`src/rtl/fifo_rd_sched.sv`:
```
// Round-robin read scheduler: drains N channel FIFOs one word at a time into a
// single valid/ready output, giving each channel at most QUANTUM consecutive
// words per grant before the grant rotates.
//
// Output handshake: out_vld is raised with out_data/out_ch and all three are
// held stable until a cycle in which out_rdy is also high; that cycle is the
// transfer. out_vld is never withdrawn before a transfer.
module fifo_rd_sched #(
  parameter int N       = 4,
  parameter int DW      = 32,
  parameter int QUANTUM = 2
) (
  input  logic                 clk,
  input  logic                 rst_n,
  input  logic                 en,
  input  logic [N-1:0]         fifo_empty,
  output logic [N-1:0]         fifo_rd_en,
  input  logic [N*DW-1:0]      fifo_rdata,
  output logic [DW-1:0]        out_data,
  output logic [$clog2(N)-1:0] out_ch,
  output logic                 out_vld,
  input  logic                 out_rdy,
  output logic                 busy,
  output logic [1:0]           dbg_state,
  output logic [$clog2(N)-1:0] dbg_ptr
);

  localparam int PW = $clog2(N);
  localparam int CW = $clog2(QUANTUM + 1);
  localparam logic [CW-1:0] QUANT_C = CW'(QUANTUM);
  localparam logic [PW-1:0] LAST_CH = PW'(N - 1);

  typedef enum logic [1:0] {
    IDLE = 2'd0,
    CAPT = 2'd1,
    HOLD = 2'd2
  } state_e;

  state_e          state_q, state_d;
  logic [PW-1:0]   ptr_q, ptr_d;
  logic [PW-1:0]   gnt_q, gnt_d;
  logic [CW-1:0]   cnt_q, cnt_d;
  logic            out_vld_q, out_vld_d;
  logic [DW-1:0]   out_data_q, out_data_d;
  logic [PW-1:0]   out_ch_q, out_ch_d;

  logic            pick_vld;
  logic [PW-1:0]   pick;
  logic [PW:0]     cand;
  logic [PW-1:0]   next_ptr;
  logic [N-1:0]    pop;

  // First non-empty channel scanning ptr, ptr+1, ... modulo N.
  always_comb begin
    pick_vld = 1'b0;
    pick     = '0;
    cand     = '0;
    for (int i = 0; i < N; i++) begin
      cand = {1'b0, ptr_q} + (PW + 1)'(i);
      if (cand >= (PW + 1)'(N)) cand = cand - (PW + 1)'(N);
      if (!pick_vld && !fifo_empty[cand[PW-1:0]]) begin
        pick_vld = 1'b1;
        pick     = cand[PW-1:0];
      end
    end
  end

  assign next_ptr = (gnt_q == LAST_CH) ? '0 : gnt_q + PW'(1);

  // Next-state logic; the pop strobe is combinational so it can be qualified
  // by the empty flag of the very same cycle.
  always_comb begin
    state_d    = state_q;
    ptr_d      = ptr_q;
    gnt_d      = gnt_q;
    cnt_d      = cnt_q;
    out_vld_d  = out_vld_q;
    out_data_d = out_data_q;
    out_ch_d   = out_ch_q;
    pop        = '0;
    case (state_q)
      IDLE: begin
        if (en && pick_vld) begin
          gnt_d     = pick;
          cnt_d     = '0;
          pop[pick] = 1'b1;
          state_d   = CAPT;
        end
      end
      CAPT: begin
        out_data_d = fifo_rdata[int'(gnt_q)*DW +: DW];
        out_ch_d   = gnt_q;
        out_vld_d  = 1'b1;
        cnt_d      = cnt_q + CW'(1);
        state_d    = HOLD;
      end
      HOLD: begin
        if (out_rdy) begin
          out_vld_d = 1'b0;
          if ((cnt_q < QUANT_C) && !fifo_empty[gnt_q] && en) begin
            pop[gnt_q] = 1'b1;
            state_d    = CAPT;
          end else begin
            ptr_d   = next_ptr;
            state_d = IDLE;
          end
        end
      end
      default: state_d = IDLE;
    endcase
  end

  // State and output registers with synchronous active-low reset.
  always_ff @(posedge clk) begin
    if (!rst_n) begin
      state_q    <= IDLE;
      ptr_q      <= '0;
      gnt_q      <= '0;
      cnt_q      <= '0;
      out_vld_q  <= 1'b0;
      out_data_q <= '0;
      out_ch_q   <= '0;
    end else begin
      state_q    <= state_d;
      ptr_q      <= ptr_d;
      gnt_q      <= gnt_d;
      cnt_q      <= cnt_d;
      out_vld_q  <= out_vld_d;
      out_data_q <= out_data_d;
      out_ch_q   <= out_ch_d;
    end
  end

  // No pops while reset is held, whatever the FIFOs report.
  assign fifo_rd_en = rst_n ? pop : '0;
  assign out_vld    = out_vld_q;
  assign out_data   = out_data_q;
  assign out_ch     = out_ch_q;
  assign busy       = (state_q != IDLE);
  assign dbg_state  = state_q;
  assign dbg_ptr    = ptr_q;

endmodule

```
`config.mk`:
```
export PLATFORM = sky130hd
export DESIGN_NAME = fifo_rd_sched
export DESIGN_NICKNAME = d
export VERILOG_FILES = /design/src/rtl/fifo_rd_sched.sv
export SDC_FILE = /design/constraint.sdc
export NUM_CORES = 1
export LEC_CHECK = 0
export CAP_MARGIN = 0
export CORE_AREA = 5 5 97 99
export CTS_CLUSTER_DIAMETER = 120
export DETAILED_ROUTE_END_ITERATION = 7
export DIE_AREA = 0 0 102 104
export GPL_TIMING_DRIVEN = 0
export PLACE_DENSITY_LB_ADDON = 0.25
export SLEW_MARGIN = 15
export SYNTH_ARGS = -nofsm -noshare
export SYNTH_HDL_FRONTEND = slang
export SYNTH_SLANG_ARGS = --single-unit
```
`constraint.sdc`:
```
create_clock -name clk -period 1.7 [get_ports clk]
set_clock_uncertainty 0.15 [all_clocks]
set_input_delay 0.255 -clock clk [delete_from_list [all_inputs] [get_ports clk]]
set_output_delay 0.255 -clock clk [all_outputs]
set_load 0.005 [all_outputs]
```
[Yosys cells after proc, flatten, opt, wreduce, memory -nomap -nowiden]
Index checks and enable logic that the tools add are counted.
Storage, ports and cells
  register bits after elaboration: 43
  input port bits: 136
  output and inout bits: 44
Operators by class
  add/subtract/negate cells: 9
  magnitude comparators: 13
  eq/ne operators: 5
  shift-type cells: 1
  muxes and demuxes: 40
  bitwise gates (word level): 1
  reduce and logical (&&, ||, !) cells: 23
Operators by type and width (count)
  128-bit by 8-bit indexed part select with 32-bit output: 1
  2-bit 2-to-1 mux: 12
  2-bit by 3-bit < comparator with 1-bit output, second input constant: 6
  4-bit 2-to-1 mux: 4
  1-bit 2-to-1 mux: 13
  1-bit binary-select mux with 2-bit select: 5
  3-bit greater-or-equal comparator, second input constant: 3
  1-bit logical AND: 8
  4-bit case mux with 2 select lines: 1
  2-bit AND reduction: 4
  2-bit by 1-bit subtractor with 2-bit output, second input constant: 4
  2-bit by 2-bit adder with 3-bit output, second input constant: 2
  1-bit logical NOT: 6
  2-bit case mux with 3 select lines: 1
  2-bit nonzero test: 3
  2-bit by 1-bit adder with 2-bit output, second input constant: 2
  1-bit demux with 2-bit select: 2
  2-bit equality test, second input constant: 2
  2-bit by 1-bit greater-or-equal comparator with 1-bit output, second input constant: 2
  2-bit inequality test, second input constant: 2
  2-bit case mux with 2 select lines: 1
  2-bit by 1-bit adder with 3-bit output, second input constant: 1
  2-bit by 3-bit greater-or-equal comparator with 1-bit output, second input constant: 1
  3-bit AND reduction: 1
  other kinds (5): 5

[Depth between registers and ports, before layout]
Gate-level depths: netlist of the first run.
  depth after elaboration: 21
  depth in mapped cells: 6
  depth with buffers taken out: 4

[Least setup slack after synthesis of the first run]
OpenSTA, ideal clock, no wires.
  path kind: reg-to-output
  start: register gnt_q[0]
  end: output port fifo_rd_en[0]
  arrival time: 1.453 ns
  setup slack: -0.158 ns
  stages on the path, launching flop included: 6
  buffers on the path: 1
  path through: dfxtp_1 buf_4 mux2_2 o22ai_2 nor3b_4 a32o_1
Between the ends
  cells in the longest elaborated chain, start to end: 9
Ends and longest elaborated chain
  start: declaration: line 41  | logic [PW-1:0] gnt_q, gnt_d;
  start signal: assignment: line 126  | gnt_q <= gnt_d;
  branches (longest 5 deep; another with 2-bit by 3-bit < comparator with 1-bit output)
  4-bit 2-to-1 mux *: line 100  | if ((cnt_q < QUANT_C) && !fifo_empty[gnt_q] && en) begin
  4-bit 2-to-1 mux *: line 98  | if (out_rdy) begin
  4-bit case mux with 2 select lines *: line 81  | case (state_q)
  4-bit 2-to-1 mux *: line 135  | assign fifo_rd_en = rst_n ? pop : '0;
  end: declaration: line 17  | output logic [N-1:0] fifo_rd_en,
Mark *: on every way between the ends. The select of a mux whose other input is x is not followed.

[Worst setup path in the final report of the first run]
  start: register gnt_q[1]
  end: output port fifo_rd_en[2]
The elaborated chain is that of the path after synthesis.

==> flow_summary.json, run 1 <==
{
  "synth-xor-area-share_pct": 0,
  "slowest_delay_ns": 0.38,
  "cts_made_buffers": 5,
  "ir_drop_mv": 0.317,
  "synthesis.nets": 408,
  "synth-main-ff-cell": "dfxtp_1",
  "grt_pass1_wl_um": 15200,
  "syn_avg_cell_area_um2": 9.99,
  "syn_inst": 268,
  "synth-adder-area-share_pct": 1.87,
  "dp.cells": 554,
  "clk_latency_ns": 0.29,
  "hpwl_um": 7870,
  "period_share_pct": 142,
  "p_per_area_nw_per_um2": 534,
  "synth_top_family_by_area": "multiplexers",
  "syn2layout_area_growth_pct": 85.5,
  "holdWs_ns": 0.160,
  "setup_slack_ns": -0.707,
  "synth-seq-cells": 43,
  "synth_edf_count": 0,
  "hold_path.class": "input port to flop",
  "num_vias": 2835,
  "cts.reportedPaths.clkPinSlew_ns": 0.08,
  "worstSetupPathType": "flop to output port",
  "max-cap-violations": 0,
  "synth_warnings": 0,
  "n_antenna_cell": 0,
  "synthMuxAreaShare_pct": 28.8,
  "routed_wl_um": 9870,
  "critPathLaunchType": "flop",
  "p_leak_uw": 0.00177,
  "max_freq_mhz": 415,
  "ys_top_cells_by_area": "dfxtp_1, mux4_2, nand2_1",
  "dpl_cell_area_um2": 4600,
  "crit_chain": "buf_6 -> or3b_4 -> o22ai_4 -> nor3b_4 -> buf_6 -> buf_6 -> a32o_1 -> buf_2",
  "synth_top_area_cell": "dfxtp_1",
  "post_route_cells_drive_above_1_share_pct": 21.4,
  "fp.coreArea_um2": 8470,
  "synth_compound_area_share_pct": 14.8,
  "synth_area_um2": 2680,
  "worstSetupEndpointType": "output port",
  "finalSetupViolCount": 27,
  "worst_pin_slew_ns": 0.638,
  "hold_viol": 0,
  "cts_num_sinks": 43,
  "rsz0062_at_grt": "yes",
  "portBuffers": 178,
  "grt_max_degree": 13,
  "arrival_ns": 2.00,
  "synth-simple-area-share_pct": 17.7,
  "track_usage_pct": 18.0,
  "async_reset_ff_share_pct": 0,
  "synth_cell_types": 35,
  "slew_headroom_pct": 57.1,
  "viasPerCell": 4.92,
  "io_pins": 180,
  "fin_nets": 607,
  "period_minus_slack_ns": 2.41,
  "fp.dieW_um": 102,
  "clock-root-buffer": "clkbuf_8",
  "report.final.slew_viol_count": 0,
  "die_h_um": 104,
  "synth_top_area_share_pct": 32.2,
  "grt_pass1_vias": 3033,
  "h-tree-depth": 2,
  "status": "finished with violations",
  "row_count": 34,
  "first_iter_violations": 70,
  "fin_cells": 576,
  "yosysSeqAreaShare_pct": 32.2,
  "antenna_found_initial": 0,
  "holdBufCountCts": 0,
  "violations": "setup timing",
  "cts_tree": "built",
  "final_antenna_net_count": 0,
  "initial_core_util_pct": 31.6,
  "max-clock-path-buffers": 2,
  "grt-ovfl-total": 0,
  "cp_common_cell": "buf_6",
  "cp_max_fo": 3,
  "firstDrtPassIters": 4,
  "routabilityCongestion": 0.835,
  "final_area_um2": 4960,
  "drc": 0,
  "required_ns": 1.29,
  "dieArea_um2": 10600,
  "cpMaxStageDelayCell": "or3b_4",
  "detail_route.wl_per_cell_um": 17.1
}
## final cells by class
type,instances,area [um^2]
Sequential cell,43,868
Tap cell,108,135
Clock inverter,1,5.00
Timing Repair Buffer,193,1970
Multi-Input combinational cell,199,1740
Inverter,5,18.8
Clock buffer,7,76.3
Fill cell,733,3500
Buffer,20,150
## cells in the mapped netlist, types with 2 or more instances
master	n
a32o_1	4
nand2_1	75
o21ai_0	3
dfxtp_1	43
mux4_2	30
ha_1	4
a31oi_1	2
buf_4	4
o21a_1	5
mux2_2	2
nor3_1	4
nor2b_1	2
clkbuf_1	9
nand2b_1	4
a21boi_0	34
nand3b_1	2
buf_2	5
mux4_1	2
nor2_1	10
inv_1	5
mux2i_1	2
buf_1	2
or2_2	2
nand3_1	2
## routing by layer
layer	part of all wire (%)	wire length, um	global-route usage (%)
met1	37	3640	20.2
met2	53	5190	33.4
met3	9.4	926	4.23
met4	1.2	123	4.59
met5	0	0	0
## logic make-up after synthesis
family,after synthesis
AOI/OAI and AO/OA,52
muxes,36
and+or+nand+nor,107
adders and majority gates,4
buffers and inverters,26
DFF,43
## report_power, final
group	switching, uW	internal, uW
clock	339	289
combinational	302	625
sequential	34.4	1060
## final timing paths
| kind | start | endpoint | slack (ns) | cells past startpoint |
|---|---|---|---|---|
| worst max-delay path | gnt_q[1] | fifo_rd_en[2] | -0.71 | 8 |
| worst min-delay path | rst_n | dbg_ptr[1] | 0.16 | 3 |
| worst max register to register | gnt_q[0] | out_data[9] | -0.13 | 8 |
| worst min register to register | out_data[13] | out_data[13] | 0.31 | 2 |
## registers in the layout, indices dropped and copies added (netlist names)
name and cells:
dbg_state 2, out_ch 2, out_data 32, cnt_q 2, out_vld 1, dbg_ptr 2, gnt_q 2
## worst max-delay path, delay by kind of cell, from the launching register on
family	cells	cell delay, ns
simple gates	2	0.63
buf+inv	4	0.44
compound gates	2	0.31
flops	1	0.34
## cell usage in the layout, fill, tap and decap left out, types with 4 or more instances in the layout
master / synthesis / final
a21boi_0: 34 / 9
a21boi_1: 0 / 18
a21boi_2: 0 / 7
a32o_1: 4 / 4
buf_12: 0 / 8
buf_2: 5 / 11
buf_4: 4 / 6
buf_6: 1 / 4
clkbuf_1: 9 / 7
clkbuf_8: 0 / 5
clkdlybuf4s50_1: 0 / 172
dfxtp_1: 43 / 37
dfxtp_2: 0 / 6
ha_1: 4 / 4
inv_1: 5 / 5
mux4_2: 30 / 32
nand2_1: 75 / 67
nand2_2: 0 / 8
nand2b_1: 4 / 4
nor2_1: 10 / 10
nor3_1: 4 / 4
o21a_1: 5 / 5
## repair_timing
| action | 4_1_cts | 5_1_grt |
|---|---|---|
| endpoints found under the setup margin | 41 | 44 |
| pin swaps | 18 | 9 |
| gates cloned | 2 | 0 |
| gates resized for setup | 73 | 30 |
| buffers inserted | 14 | 1 |
| endpoints found under the hold margin | 0 | 0 |
## through the flow
step                      utilization, %  setup slack (ns)  TNS [ns]  power, uW
final                               58.6            -0.707     -3.91       2650
after global routing                58.6            -0.796     -6.12       2790
after CTS                           58.3            -0.741     -4.84       2670
after detailed placement            54.3             -1.07     -9.53       1960
after global placement              54.3             -1.00     -8.69       1940
after floorplan                        -           -0.0903    -0.361       1450
Note: power is estimated with default switching activity, not from simulation.
==> run 2: changes to the inputs <==
Settings changed: CORE_AREA 5 5 97 99 to 5 5 93 95, DIE_AREA 0 0 102 104 to 0 0 98 100.
Clock period 1.7 ns to 2.4 ns, I/O delays scaled along.
==> run 2 against run 1 <==
Net effect: the run still ends with setup timing left; sequential share of layout area increased by 0.85 points; wire length fell by 4.9%; utilization grew 3.2 points; count of clock-buffer cells in the layout fell by 1; critical path depth shrank 1.
==> flow_summary.json, run 2 (synthesis results as in run 1) <==
{
  "power_frac_clock_pct": 24.7,
  "dp.cells": 548,
  "worstSetupEndpointType": "output port",
  "setup_slack_ns": -0.0234,
  "hpwl_um": 7550,
  "portBuffers": 178,
  "firstDrtPassIters": 5,
  "dieArea_um2": 9800,
  "hold_viol": 0,
  "period_share_pct": 101,
  "violations": "setup timing",
  "antenna_found_initial": 0,
  "cts_num_sinks": 43,
  "p_per_area_nw_per_um2": 384,
  "h-tree-depth": 2,
  "switchingPower_uw": 462,
  "fin_nets": 601,
  "cts_made_buffers": 5,
  "max-clock-path-buffers": 2,
  "worst_pin_slew_ns": 0.607,
  "final_common_cell": "clkdlybuf4s50_1",
  "ff2ff_path_depth": 6,
  "ir_drop_mv": 0.227,
  "slew_headroom_pct": 59.5,
  "first_iter_violations": 48,
  "report.final.slew_viol_count": 0,
  "required_ns": 1.89,
  "cts.reportedPaths.clkPinSlew_ns": 0.08,
  "critPathLaunchType": "flop",
  "holdPathStages": 3,
  "max_freq_mhz": 413,
  "finalSetupViolCount": 1,
  "cts_tree": "built",
  "clk_latency_ns": 0.29,
  "viasPerCell": 4.97,
  "track_usage_pct": 18.9,
  "finalSetupTns_ns": -0.0234,
  "detail_route.wl_per_cell_um": 16.6,
  "final_antenna_net_count": 0,
  "routabilityCongestion": 0.915,
  "syn2layout_area_growth_pct": 76.7,
  "fp.dieW_um": 98,
  "p_seq_share_pct": 42.7,
  "worstSetupPathType": "flop to output port",
  "grt_pass1_wl_um": 15000,
  "max-cap-violations": 0,
  "grt_max_degree": 15,
  "hold_path.class": "input port to flop",
  "initial_core_util_pct": 35.0,
  "drc": 0,
  "regArea_um2": 867,
  "n_antenna_cell": 0,
  "largest_reg_flops": 32,
  "period_minus_slack_ns": 2.42,
  "p_leak_uw": 0.00168,
  "post_route_cells_drive_above_1_share_pct": 15.2,
  "rsz0062_at_grt": "yes",
  "arrival_ns": 1.91,
  "io_pins": 180,
  "grt-ovfl-total": 0,
  "final_cell_mix": "clkdlybuf4s50_1, nand2_1, dfxtp_1",
  "multi_input_area_um2": 1700,
  "cp_max_fo": 3,
  "grt_pass1_vias": 3057,
  "fp.coreArea_um2": 7650,
  "total_power_uw": 1810,
  "swShare_pct": 25.5,
  "dp_slack_ns": -0.485,
  "routed_wl_um": 9390,
  "row_count": 32,
  "fin_cells": 564,
  "die_h_um": 100,
  "p_int_uw": 1350,
  "fill_cells": 676,
  "clock-root-buffer": "clkbuf_8",
  "pwr-share-comb_pct": 32.7,
  "num_vias": 2805,
  "status": "finished with violations"
}
-- run 2: cell types whose count changed in the layout (fill, tap and decap cells not counted), sizes merged --
| cell | change |
|---|---|
| buf | -8 |
| clkbuf | +1 |
| clkinvlp | +1 |
| dlygate4sd2 | +3 |
| clkdlybuf4s50 | -3 |
-- run 2: final timing paths --
check	from	end	slack, ns
setup / recovery	gnt_q[1]	fifo_rd_en[1]	-0.02
setup reg to reg	gnt_q[0]	out_data[21]	0.44
hold reg to reg	out_ch[0]	out_ch[0]	0.31
hold / removal	rst_n	gnt_q[0]	0.27
-- run 2: power groups by stage --
stage	Combinational (uW)	Clock (uW)	Sequential (uW)
after CTS	601	463	775
after floorplan	234	0	793
final	593	447	774
after global placement	580	0	790
after detailed placement	591	0	793
after global routing	642	495	780
-- run 2: timing repair --
| action | CTS | global route |
|---|---|---|
| hold buffers | 0 | 0 |
| buffers inserted | 10 | 0 |
| gates resized for setup | 27 | 3 |
| cloned | 0 | 0 |
| setup endpoints to repair | 4 | 4 |
| pin swaps | 6 | 3 |
-- run 2: metal layers --
| metal | wire length (um) | GRT usage (%) |
|---|---|---|
| met4 | 176 | 4.37 |
| met5 | 0 | 0 |
| met1 | 3670 | 20.9 |
| met2 | 4740 | 35.1 |
| met3 | 804 | 6.39 |
-- run 2: final cells by class --
| class | count | area share (%) |
|---|---|---|
| Clock buffer | 6 | 1.53 |
| Sequential cell | 43 | 18.3 |
| Multi-Input combinational cell | 199 | 35.9 |
| Clock inverter | 2 | 0.265 |
| Tap cell | 102 | 2.70 |
| Inverter | 5 | 0.397 |
| Timing Repair Buffer | 188 | 38.9 |
| Buffer | 19 | 1.98 |
-- run 2: critical path, stage by stage, from the launching register on --
cell	delay, ns
dfxtp_4	0.35
or3b_1	0.38
o22ai_2	0.20
nor3b_4	0.24
buf_6	0.13
buf_6	0.08
a32o_1	0.11
buf_2	0.11
-- run 2: through the flow --
stage	utilization (%)	instance area (um^2)	hold slack, ns
floorplan	-	2680	0.310
global placement	60.0	4590	0.300
detailed placement	60.0	4590	0.306
CTS	61.8	4730	0.274
global route	61.8	4730	0.281
finish	61.8	4730	0.270
